**src/rtl/mem_port_arbiter.sv**
```systemverilog
// mem_port_arbiter: serialises CPU and debug byte accesses onto one synchronous-read memory port.
// Define MEMARB_RR_EN for round-robin tie-breaking; otherwise the CPU wins every tie.
module mem_port_arbiter #(
  parameter int ADDR_W = 32,
  parameter int DATA_W = 8
) (
  input  logic              clk,
  input  logic              rst,
  input  logic              cpu_req,
  input  logic              cpu_we,
  input  logic [ADDR_W-1:0] cpu_addr,
  input  logic [DATA_W-1:0] cpu_wdata,
  output logic              cpu_gnt,
  output logic              cpu_rvalid,
  output logic [DATA_W-1:0] cpu_rdata,
  input  logic              dbg_req,
  input  logic              dbg_we,
  input  logic [ADDR_W-1:0] dbg_addr,
  input  logic [DATA_W-1:0] dbg_wdata,
  output logic              dbg_gnt,
  output logic              dbg_rvalid,
  output logic [DATA_W-1:0] dbg_rdata,
  input  logic              dbg_halt,
  output logic              mem_en,
  output logic              mem_we,
  output logic [ADDR_W-1:0] mem_addr,
  output logic [DATA_W-1:0] mem_wdata,
  input  logic [DATA_W-1:0] mem_rdata,
  output logic              busy
);
  typedef enum logic [1:0] {IDLE, ISSUE, RESP} state_t;
  typedef enum logic {CPU, DBG} owner_t;
  state_t state;
  owner_t last_owner;
  logic cpu_elig, dbg_elig, cpu_win;
  assign cpu_elig = cpu_req & ~dbg_halt;
  assign dbg_elig = dbg_req;
`ifdef MEMARB_RR_EN
  assign cpu_win = cpu_elig & (~dbg_elig | (last_owner == DBG));
`else
  assign cpu_win = cpu_elig;
`endif
  assign busy = state != IDLE;
  // last_owner doubles as the owner of the access in flight, since it is
  // updated on exactly the IDLE->ISSUE transition that latches that access.
  always_ff @(posedge clk or negedge rst) begin
    if (!rst) begin
      state      <= IDLE;
      last_owner <= DBG;
      cpu_gnt    <= 1'b0;
      dbg_gnt    <= 1'b0;
      cpu_rvalid <= 1'b0;
      dbg_rvalid <= 1'b0;
      cpu_rdata  <= '0;
      dbg_rdata  <= '0;
      mem_en     <= 1'b0;
      mem_we     <= 1'b0;
      mem_addr   <= '0;
      mem_wdata  <= '0;
    end else begin
      cpu_gnt    <= 1'b0;
      dbg_gnt    <= 1'b0;
      cpu_rvalid <= 1'b0;
      dbg_rvalid <= 1'b0;
      mem_en     <= 1'b0;
      mem_we     <= 1'b0;
      mem_addr   <= '0;
      mem_wdata  <= '0;
      case (state)
        IDLE: if (cpu_elig | dbg_elig) begin
          state      <= ISSUE;
          last_owner <= cpu_win ? CPU : DBG;
          cpu_gnt    <= cpu_win;
          dbg_gnt    <= ~cpu_win;
          mem_en     <= 1'b1;
          mem_we     <= cpu_win ? cpu_we : dbg_we;
          mem_addr   <= cpu_win ? cpu_addr : dbg_addr;
          mem_wdata  <= cpu_win ? cpu_wdata : dbg_wdata;
        end
        ISSUE: state <= mem_we ? IDLE : RESP;
        RESP: begin
          state <= IDLE;
          if (last_owner == CPU) begin
            cpu_rdata  <= mem_rdata;
            cpu_rvalid <= 1'b1;
          end else begin
            dbg_rdata  <= mem_rdata;
            dbg_rvalid <= 1'b1;
          end
        end
        default: state <= IDLE;
      endcase
    end
  end
endmodule

```
**config.mk**
```make
export PLATFORM = sky130hd
export DESIGN_NAME = mem_port_arbiter
export DESIGN_NICKNAME = d
export VERILOG_FILES = /design/src/rtl/mem_port_arbiter.sv
export SDC_FILE = /design/constraint.sdc
export NUM_CORES = 1
export LEC_CHECK = 0
export ABC_AREA = 1
export CORE_MARGIN = 2
export CORE_UTILIZATION = 35
export CTS_CLUSTER_DIAMETER = 30
export DETAILED_ROUTE_END_ITERATION = 7
export GPL_TIMING_DRIVEN = 0
export PLACE_DENSITY = 0.73
export SYNTH_ARGS = -nofsm -noshare
export SYNTH_HDL_FRONTEND = slang
export SYNTH_SLANG_ARGS = --single-unit
```
**constraint.sdc**
```tcl
create_clock -name clk -period 2.6 [get_ports clk]
set_input_delay 0.26 -clock clk [delete_from_list [all_inputs] [get_ports clk]]
set_output_delay 0.26 -clock clk [all_outputs]
set_load 0.02 [all_outputs]
```
### Word level (Yosys, flattened, before mapping)

Index checks and enable logic that the tools add are counted.

| operators by class | value |
|---|---|
| eq/ne operators | 3 |
| multiplexer cells | 23 |
| bitwise logic cells | 5 |
| reductions and logical operators | 5 |

Operator list:

| cell | number |
|---|---|
| $mux W32 | 3 |
| $mux W8 | 3 |
| $mux W1 | 14 |
| $reduce_and A2 Y1 | 3 |
| $mux W2 | 2 |
| $pmux W2 S2 | 1 |
| $not A1 Y1 | 3 |
| $eq A2 B1 Y1 const B | 1 |
| $eq A2 B2 Y1 const B | 1 |
| $logic_not A2 Y1 | 1 |
| $ne A2 B2 Y1 const B | 1 |
| $reduce_bool A2 Y1 | 1 |
| $and A1 B1 Y1 | 1 |
| $or A1 B1 Y1 | 1 |

| storage, ports and cells | value |
|---|---|
| flip-flop bits (word level) | 65 |
| input bits | 95 |
| output and inout bits | 63 |
| word-level logic and storage cells | 48 |

### Longest topological paths before layout

Gate-level depths: netlist of the first run.

| logic depth | value |
|---|---|
| depth after elaboration | 5 |
| gate-level depth with buffers | 7 |
| gate-level depth less buffers | 6 |

### Worst setup path before layout of the first run

OpenSTA, ideal clock, no wires.

| timing | value |
|---|---|
| path type | register -> register |
| start | register state[0] |
| end | register cpu_rdata[6] |
| setup time | 118 ps |
| arrival time | 939 ps |
| data required time | 2,482 ps |
| path slack | 1,543 ps |
| stages on the path, launching flop included | 6 |
| path buffers | 1 |
| period minus slack after synthesis | 1,057 ps |
| cell sequence | dfrtp_1 -> inv_1 -> nand3_4 -> buf_6 -> nand2_1 -> o21ai_2 |

| between the ends | value |
|---|---|
| word-level cells in the longest chain between the ends | 2 |

RTL lines:

| element | RTL line | source |
|---|---|---|
| start, declared | 33 | `state_t state;` |
| start signal, assigned | 80 | `ISSUE: state <= mem_we ? IDLE : RESP;` |
| $eq A2 B2 Y1 | 69 | `case (state)` |
| $reduce_and A2 Y1 (no line) | - |  |
| end signal, assigned | 84 | `cpu_rdata <= mem_rdata;` |
| end, declared | 15 | `output logic [DATA_W-1:0] cpu_rdata,` |

No other way between the ends.
A chain may end at the register's enable or synchronous reset.

### Worst setup path in the final report of the first run

| timing | value |
|---|---|
| start | register state[1] |
| end | output busy |

| between the ends | value |
|---|---|
| word-level cells in the longest chain between the ends | 1 |

RTL lines:

| element | RTL line | source |
|---|---|---|
| $reduce_bool A2 Y1 | 43 | `assign busy = state != IDLE;` |
| end, declared | 29 | `output logic busy` |

No other way between the ends.

==> metrics.md, run 1 <==
| Metric | Value |
|---|---|
| Synth unique cells | `16` |
| CTS Buffer Depth | `2` |
| Final Cycle Share | `71.2%` |
| Largest family of logic cells by synthesized area | `simple AND/OR/NAND/NOR gates` |
| Syn avg cell area | `about 8.4 um2` |
| Slew Viols, Final | `0` |
| Post-synth ARST share | `100%` |
| H-tree depth | `3` |
| # IOs | `roughly 160` |
| Pwr Total | `4.53 mW` |
| Post-CTS Setup Repair Bufs | `0` |
| CTS tree | `done` |
| Post-Synthesis Cell Area | `0.00297 mm2` |
| Reg2reg end | `cpu_rdata[6]` |
| Most common cell after layout, fill and taps aside | `clkdlybuf4s50_1` |
| Sequential cell area fraction in the yosys report | `54.8%` |
| Cell depth of the worst setup path | `3` |
| Setup ws final | `0.750 ns` |
| Port-buffer cells | `156` |
| Initial antenna violation count | `0` |
| Core footprint | `0.00822 mm2` |
| Post-synthesis compound-gate area fraction | `4.72%` |
| # rows | `33` |
| Clock Root Buffer | `clkbuf_8` |
| Hold slack | `0.00750 ns` |
| Setup Skew | `approximately 0.0071 ns` |
| WP buf/inv | `2` |
| DR vias | `2735` |
| Synthesized netlist net count | `about 450` |
| Chip Height | `96.1 um` |
| Status | `completed` |
| Clk slew on worst S/H paths | `0.07 ns` |
| Routed len/inst | `11.9 um` |
| MaxCap Viol Count | `0` |
| GRT Overall Usage | `16.4%` |
| Leakage | `2.54 nW` |
| Final wirelength | `approximately 7500 um` |
| Remaining Overflow, GRT | `0` |
| Hpwl dp | `slightly below 6000 um` |
| First-pass GRT wire length | `between 10000 and 15000 um` |
| Post-route DRC | `0` |
| Worst Max-Slew Pin Slew | `0.783 ns` |
| Crit path largest cell delay | `0.61 ns` |
| Share of layout cells above drive strength 1 | `a little under an eighth` |
| Clock sinks | `65` |
| Post-Syn Instances | `roughly 350` |
| Critical path type | `flip-flop to primary output` |
| Final setup viols | `0` |
| PD cells | `920 mW/mm2` |
| Reg2reg path depth | `5` |
| Slowest cell on the critical path | `clkdlybuf4s50_1` |
| EDFF count, synth | `0` |
| GP Congestion | `0.827` |
| DR vias/cell | `~4.3` |
| Most frequent cells in the layout | `clkdlybuf4s50_1, nand2_1, dfrtp_1` |
| Critical Path End Type | `primary output` |
| Max-slew headroom | `47.8%` |
| Ys flop type | `dfrtp_1` |
| Post-CTS Hold Fix Bufs | `0` |
| Final Core Density | `59.9%` |
| DR iter-0 viols | `57` |
| Vias in the first global route | `~2600` |
| Detail Route Antenna Nets | `0` |
| Yosys reg bits | `65` |
| Family with the most delay on the worst path | `buffers and inverters` |
| Final critical-path required period | `1.85 ns` |
| RSZ-0062 raised after global routing | `false` |
| R2r setup slk | `roughly 1.4 ns` |
| Final Hold Vio Count | `0` |
| Worst endpoint data arrival time | `1.59 ns` |
| CP cell instances | `nor2_4, inv_1, clkdlybuf4s50_1` |
| Initial Util | `36.1%` |
| CTS buffer count | `9` |
| Skew-Pair Late Insertion Delay | `around 0.33 ns` |
| XOR/XNOR Fraction of Synth Area | `0%` |
| Worst reg2reg startpoint | `last_owner` |
| CP Launch Type | `flip-flop` |
| CP required | `2.34 ns` |
| Max IR drop VDD | `approximately 0.38 mV` |
| Pre-CTS setup slack | `1.09 ns` |
| HP Class | `primary input to async pin` |
| Fin nets | `615` |
| Largest net degree at the start of global routing | `66` |
| Layout area overhead | `65.9%` |
| ANT cells | `0` |
| Synth Area in Adders | `0%` |
| Full die area | `around 0.0092 mm2` |
| Max Clk Rate | `~0.54 GHz` |
| Post-synthesis simple-gate area fraction | `27.9%` |
| Post-synthesis mux area share | `0%` |
| Gates resized, CTS repair | `0` |
| Worst-path fanout max | `4` |
| Die X | `96.1 um` |
| Warnings, synthesis | `0` |
| 1st-pass router iterations | `4` |
[worst register-to-register path: stages, from the launching register on]
cell     delay, ns
dfstp_2       0.56
inv_1         0.08
nand3_4       0.14
buf_6         0.19
nand2_1       0.08
o21ai_2       0.05
[metal layers]
layer	part of all wire [%]	track usage [%]	vias up	wire (um)
met5	0	0	-	0
met4	1.1	4.88	0	79
met3	9.6	5.79	7	722
met2	51	29.0	104	3820
met1	38	18.4	1236	2870
li1	-	-	1388	-
[cells in the mapped netlist (2+ instances only)]
master   instances  area, um2
nand2_1        101        379
dfrtp_1         64       1600
buf_6            6       67.6
nand3_1         41        205
o21ai_2         16        140
buf_4            4       30.0
nand3_4          2       35.0
nor2_1          42        158
inv_1           60        225
buf_2            9       45.0
nand2_2          2       12.5
nand2_4          2       22.5
[final cells by class]
cell class / count / area, um2
flip-flops and latches: 65 / 1630
well taps: 105 / 131
clock buffers: 9 / 124
multi-input cells: 208 / 968
fillers: 723 / 3290
inverters: 61 / 229
plain buffers: 19 / 143
repair buffers: 156 / 1560
clock inverters: 7 / 143
[how the worst max path moves through the flow]
stage / end / slack [ns] / start
floorplan: cpu_rdata[6] / 1.54 / state[0]
global placement: mem_addr[2] / -0.78 / rst
detailed placement: busy / 1.09 / state[1]
CTS: busy / 0.72 / state[1]
global route: busy / 0.67 / state[1]
finish: busy / 0.75 / state[1]
[registers in the layout (all words and copies together), names as in the netlist]
signal and count:
cpu_gnt 1, cpu_rdata 8, cpu_rvalid 1, dbg_gnt 1, dbg_rdata 8, dbg_rvalid 1, last_owner 1, mem_addr 32
mem_en 1, mem_wdata 8, mem_we 1, state 2
[per-stage QoR]
step | TNS (ns) | cells | cell area [um2]
after CTS | 0 | 630 | 4920
after detailed placement | 0 | 614 | 4660
after global placement | -50.00 | 614 | 4660
after floorplan | 0 | 353 | 2970
final | 0 | 630 | 4920
after global routing | 0 | 630 | 4920
[where the power goes]
group / switching [mW] / internal, mW
combinational: 1.00 / 0.922
sequential: 0.143 / 1.33
clock: 0.395 / 0.736
[logic make-up (layout without fill, tap and decap cells)]
kind of cell,count (synthesis),count (layout)
AND/OR/NAND/NOR,192,192
AO/OA/AOI/OAI,16,16
flip-flops,65,65
buffers and inverters,80,252
(Power assumes the default switching activity.)
==> run 2, diff against run 1 <==
- PLACE_DENSITY: 0.73 -> 0.76
- clock period: 2.6 -> 1.6 ns (I/O delays scaled with it)
==> metrics.md, run 2 (same netlist as run 1, synthesis figures left out) <==
| Metric | Value |
|---|---|
| Status | `completed` |
| Worst endpoint data arrival time | `~1.3 ns` |
| Fin nets | `between 600 and 700` |
| Slowest cell on the critical path | `dfrtp_2` |
| Largest register FFs | `32` |
| Largest net degree at the start of global routing | `66` |
| Final instance area | `slightly below 0.005 mm2` |
| Fill count | `710` |
| Routed len/inst | `around 13 um` |
| Final Hold Vio Count | `0` |
| Hpwl dp | `6100 um` |
| GP Congestion | `slightly below 0.8` |
| Remaining Overflow, GRT | `0` |
| Final critical-path required period | `around 1.5 ns` |
| Port-buffer cells | `156` |
| CP Launch Type | `flip-flop` |
| Multi-input logic area | `968 um2` |
| Full die area | `0.00923 mm2` |
| FF/Latch Area | `0.00163 mm2` |
| Setup Skew | `between 0.006 and 0.007 ns` |
| Clock Root Buffer | `clkbuf_8` |
| ANT cells | `0` |
| Max IR drop VDD | `0.579 mV` |
| CP required | `1.44 ns` |
| RSZ-0062 raised after global routing | `false` |
| HP Class | `primary input to flip-flop` |
| 1st-pass router iterations | `4` |
| Detail Route Antenna Nets | `0` |
| First-pass GRT wire length | `12200 um` |
| Leakage | `approximately 2.5 nW` |
| Slew Viols, Final | `0` |
| Core footprint | `0.00822 mm2` |
| Clock sinks | `65` |
| Final Core Density | `59.9%` |
| H-tree depth | `3` |
| Largest Register | `mem_addr` |
| Most frequent cells in the layout | `clkdlybuf4s50_1, nand2_1, dfrtp_1` |
| Crit path largest cell delay | `0.47 ns` |
| Initial Util | `36.1%` |
| Final Cycle Share | `93.1%` |
| Max Clk Rate | `~0.67 GHz` |
| Skew-Pair Late Insertion Delay | `0.33 ns` |
| Max-slew headroom | `between 40% and 50%` |
| Family with the most delay on the worst path | `flip-flops` |
| PD cells | `1480 mW/mm2` |
| Chip Height | `around 96 um` |
| Most common cell after layout, fill and taps aside | `clkdlybuf4s50_1` |
| Share of layout cells above drive strength 1 | `a little under an eighth` |
| Die X | `96.1 um` |
| DP Area | `0.00466 mm2` |
| Final wirelength | `8050 um` |
| MaxCap Viol Count | `0` |
| WP buf/inv | `2` |
| # IOs | `158` |
| # rows | `33` |
| Final setup viols | `0` |
| CTS buffer count | `9` |
| Critical Path End Type | `primary output` |
| Post-route DRC | `0` |
| DR iter-0 viols | `61` |
| CTS tree | `done` |
| Layout area overhead | `65.8%` |
| Vias in the first global route | `2685` |
| CP cell instances | `nor2_4, inv_1, dlygate4sd2_1` |
| Worst Max-Slew Pin Slew | `0.797 ns` |
| DR vias/cell | `4.37` |
| CTS Buffer Depth | `2` |
| GRT Overall Usage | `17.6%` |
| Critical path type | `flip-flop to primary output` |
| Clk slew on worst S/H paths | `approximately 0.07 ns` |
| Initial antenna violation count | `0` |
| Worst-path fanout max | `4` |
| DR vias | `2757` |
run 2: metal layers:
| metal | wire, um | GRT usage (%) |
|---|---|---|
| met1 | 3140 | 19.1 |
| met2 | 4070 | 31.8 |
| met3 | 746 | 5.48 |
| met4 | 97 | 6.67 |
| met5 | 0 | 0 |
run 2: path summary, 6_finish.rpt:
check,startpoint,endpoint,slack (ns),depth (start not counted)
worst min-delay path,cpu_req,mem_addr[25],0.22,5
worst max register to register,state[0],cpu_rdata[6],0.41,5
min in group asynchronous,rst,mem_addr[24],0.46,2
worst max-delay path,state[1],busy,0.11,3
worst min register to register,mem_we,state[1],0.42,1
max in group asynchronous,rst,state[1],0.58,2
run 2: tightest hold or removal path: cells and delay by family:
kind	cells	cell delay, ns
buffers and inverters	2	0.19
AND/OR/NAND/NOR	3	0.17
run 2: report_power, final:
part	total, mW	internal (mW)	switching, mW
clock network	1.74	1.08	0.660
logic	3.13	1.49	1.64
registers	2.41	2.17	0.240
run 2: metrics by stage:
| step | hold slack (ns) | setup TNS [ns] | power (mW) | std cells | setup slack, ns |
|---|---|---|---|---|---|
| after global placement | 0.425 | -109.93 | 5.54 | 614 | -1.71 |
| after floorplan | -0.136 | 0 | 4.08 | 353 | 0.543 |
| final | 0.223 | 0 | 7.28 | 631 | 0.111 |
| after detailed placement | 0.309 | 0 | 5.63 | 614 | 0.195 |
| after global routing | 0.265 | 0 | 7.72 | 631 | 0.0529 |
| after CTS | 0.225 | 0 | 7.37 | 631 | 0.0841 |
run 2: layout make-up:
type | instances | share of cell area (%)
multi-input combinational | 208 | 19.7
sequential | 65 | 33.1
buffer | 19 | 2.90
tap | 105 | 2.67
clock inverter | 6 | 2.34
clock buffer | 10 | 2.80
inverter | 61 | 4.65
timing repair buffer | 157 | 31.9
run 2: timing repair:
item                                    CTS  global route
endpoints found under the hold margin    64             0
hold buffers                              1             0
buffers inserted                          0             0
resized for setup                         2             0
endpoints found under the setup margin    1             0
==> run 3, diff against run 2 <==
==> constraint.sdc (replaced) <==
create_clock -name clk -period 1.6 [get_ports clk]
set_input_delay 0.32 -clock clk [delete_from_list [all_inputs] [get_ports clk]]
set_output_delay 0.32 -clock clk [all_outputs]
set_load 0.02 [all_outputs]
==> metrics.md, run 3 (same netlist as run 1, synthesis figures left out) <==
| Metric | Value |
|---|---|
| Status | `completed` |
| Remaining Overflow, GRT | `0` |
| CTS Buffer Depth | `2` |
| CTS buffer count | `9` |
| GP Congestion | `0.783` |
| Vias in the first global route | `roughly 2700` |
| Max-slew headroom | `46.8%` |
| Final critical-path required period | `1.50 ns` |
| Port-buffer cells | `156` |
| Skew-Pair Late Insertion Delay | `0.33 ns` |
| GRT Overall Usage | `17.6%` |
| Setup Skew | `0.00790 ns` |
| Largest Register | `mem_addr` |
| Critical path type | `flip-flop to primary output` |
| Leakage | `2.87 nW` |
| CTS tree | `done` |
| CP required | `1.28 ns` |
| # rows | `33` |
| Final Hold Vio Count | `0` |
| R2r setup slk | `0.40 ns` |
| DR vias | `2754` |
| Final Core Density | `roughly three fifths` |
| Initial Util | `36.1%` |
| Clock sinks | `65` |
| Setup TNS Final | `0 ns` |
| Final wirelength | `a little over 8000 um` |
| PD cells | `1430 mW/mm2` |
| RSZ-0062 raised after global routing | `false` |
| Layout area overhead | `64.7%` |
| Final Cycle Share | `94.0%` |
| Reg2reg path depth | `5` |
| Slew Viols, Final | `0` |
| 1st-pass router iterations | `4` |
| Worst endpoint data arrival time | `1.18 ns` |
| H-tree depth | `3` |
| DR iter-0 viols | `68` |
| Detail Route Antenna Nets | `0` |
| CP Launch Type | `flip-flop` |
| Fin nets | `617` |
| Worst-path fanout max | `4` |
| Most common cell after layout, fill and taps aside | `nand2_1` |
| MaxCap Viol Count | `0` |
| Hpwl dp | `between 6000 and 7000 um` |
| Worst reg2reg startpoint | `state[0]` |
| Core footprint | `0.00822 mm2` |
| Pwr Total | `~7.0 mW` |
| Clk slew on worst S/H paths | `~0.080 ns` |
| Largest register FFs | `32` |
| Fill count | `729` |
| First-pass GRT wire length | `12200 um` |
| Most frequent cells in the layout | `nand2_1, clkdlybuf4s50_1, dfrtp_1` |
| Initial antenna violation count | `0` |
| Hold slack | `0.0721 ns` |
| Full die area | `0.00923 mm2` |
| Critical Path End Type | `primary output` |
| Max IR drop VDD | `0.567 mV` |
| Reg2reg end | `cpu_rdata[6]` |
| Max Clk Rate | `0.665 GHz` |
| HP Class | `primary input to async pin` |
| Clock Root Buffer | `clkbuf_8` |
| Post-CTS Hold Fix Bufs | `0` |
| Chip Height | `96.1 um` |
| DR vias/cell | `4.36` |
| Share of layout cells above drive strength 1 | `12.3%` |
| ANT cells | `0` |
| Largest net degree at the start of global routing | `66` |
| # IOs | `around 160` |
| Worst Max-Slew Pin Slew | `0.798 ns` |
| Die X | `96.1 um` |
| Routed len/inst | `around 13 um` |
| Final setup viols | `0` |
| Post-route DRC | `0` |
run 3: area by class of cell:
cell class	instances	area (um2)	area share, %
Clock buffer	10	138	2.82
Multi-Input combinational cell	208	968	19.8
Clock inverter	6	115	2.35
Sequential cell	65	1630	33.3
Tap cell	105	131	2.69
Timing Repair Buffer	158	1540	31.4
Inverter	61	229	4.68
Buffer	19	143	2.92
run 3: timing repair:
action | 4_1_cts | 5_1_grt
pin swaps | 1 | 1
buffers inserted | 1 | 1
cloned | 0 | 0
endpoints found under the setup margin | 53 | 11
resized for setup | 56 | 10
run 3: layer usage:
layer	global-route usage (%)	share of wire [%]	up-vias
met5	0	0	-
met4	6.67	0.94	0
met3	5.48	9.4	7
met2	31.9	51	107
met1	19.1	39	1252
li1	-	-	1388
run 3: worst max-delay path, stage by stage, from the launching register on:
cell and delay [ns]:
dfrtp_1 0.41, nor2_4 0.14, inv_1 0.05, clkdlybuf4s15_2 0.24
run 3: worst max-delay path by stage:
stage                       startpoint      endpoint  cells past startpoint
after floorplan               state[0]  cpu_rdata[6]                      5
after global placement             rst   mem_addr[4]                      1
after detailed placement      dbg_halt  mem_wdata[7]                      7
after CTS                 mem_addr[30]  mem_addr[30]                      1
after global routing          state[0]          busy                      3
final                         state[0]          busy                      3
run 3: where the power goes:
part / switching, mW / internal, mW
sequential: 0.199 / 2.17
clock: 0.654 / 1.08
combinational: 1.67 / 1.22
run 3: per-stage QoR:
step	instance area [um2]	cells	setup slack, ns
finish	4890	632	0.0957
detailed placement	4660	614	0.0348
global route	4890	632	0.0393
floorplan	2970	353	0.543
global placement	4660	614	-1.87
CTS	4860	631	0.000412
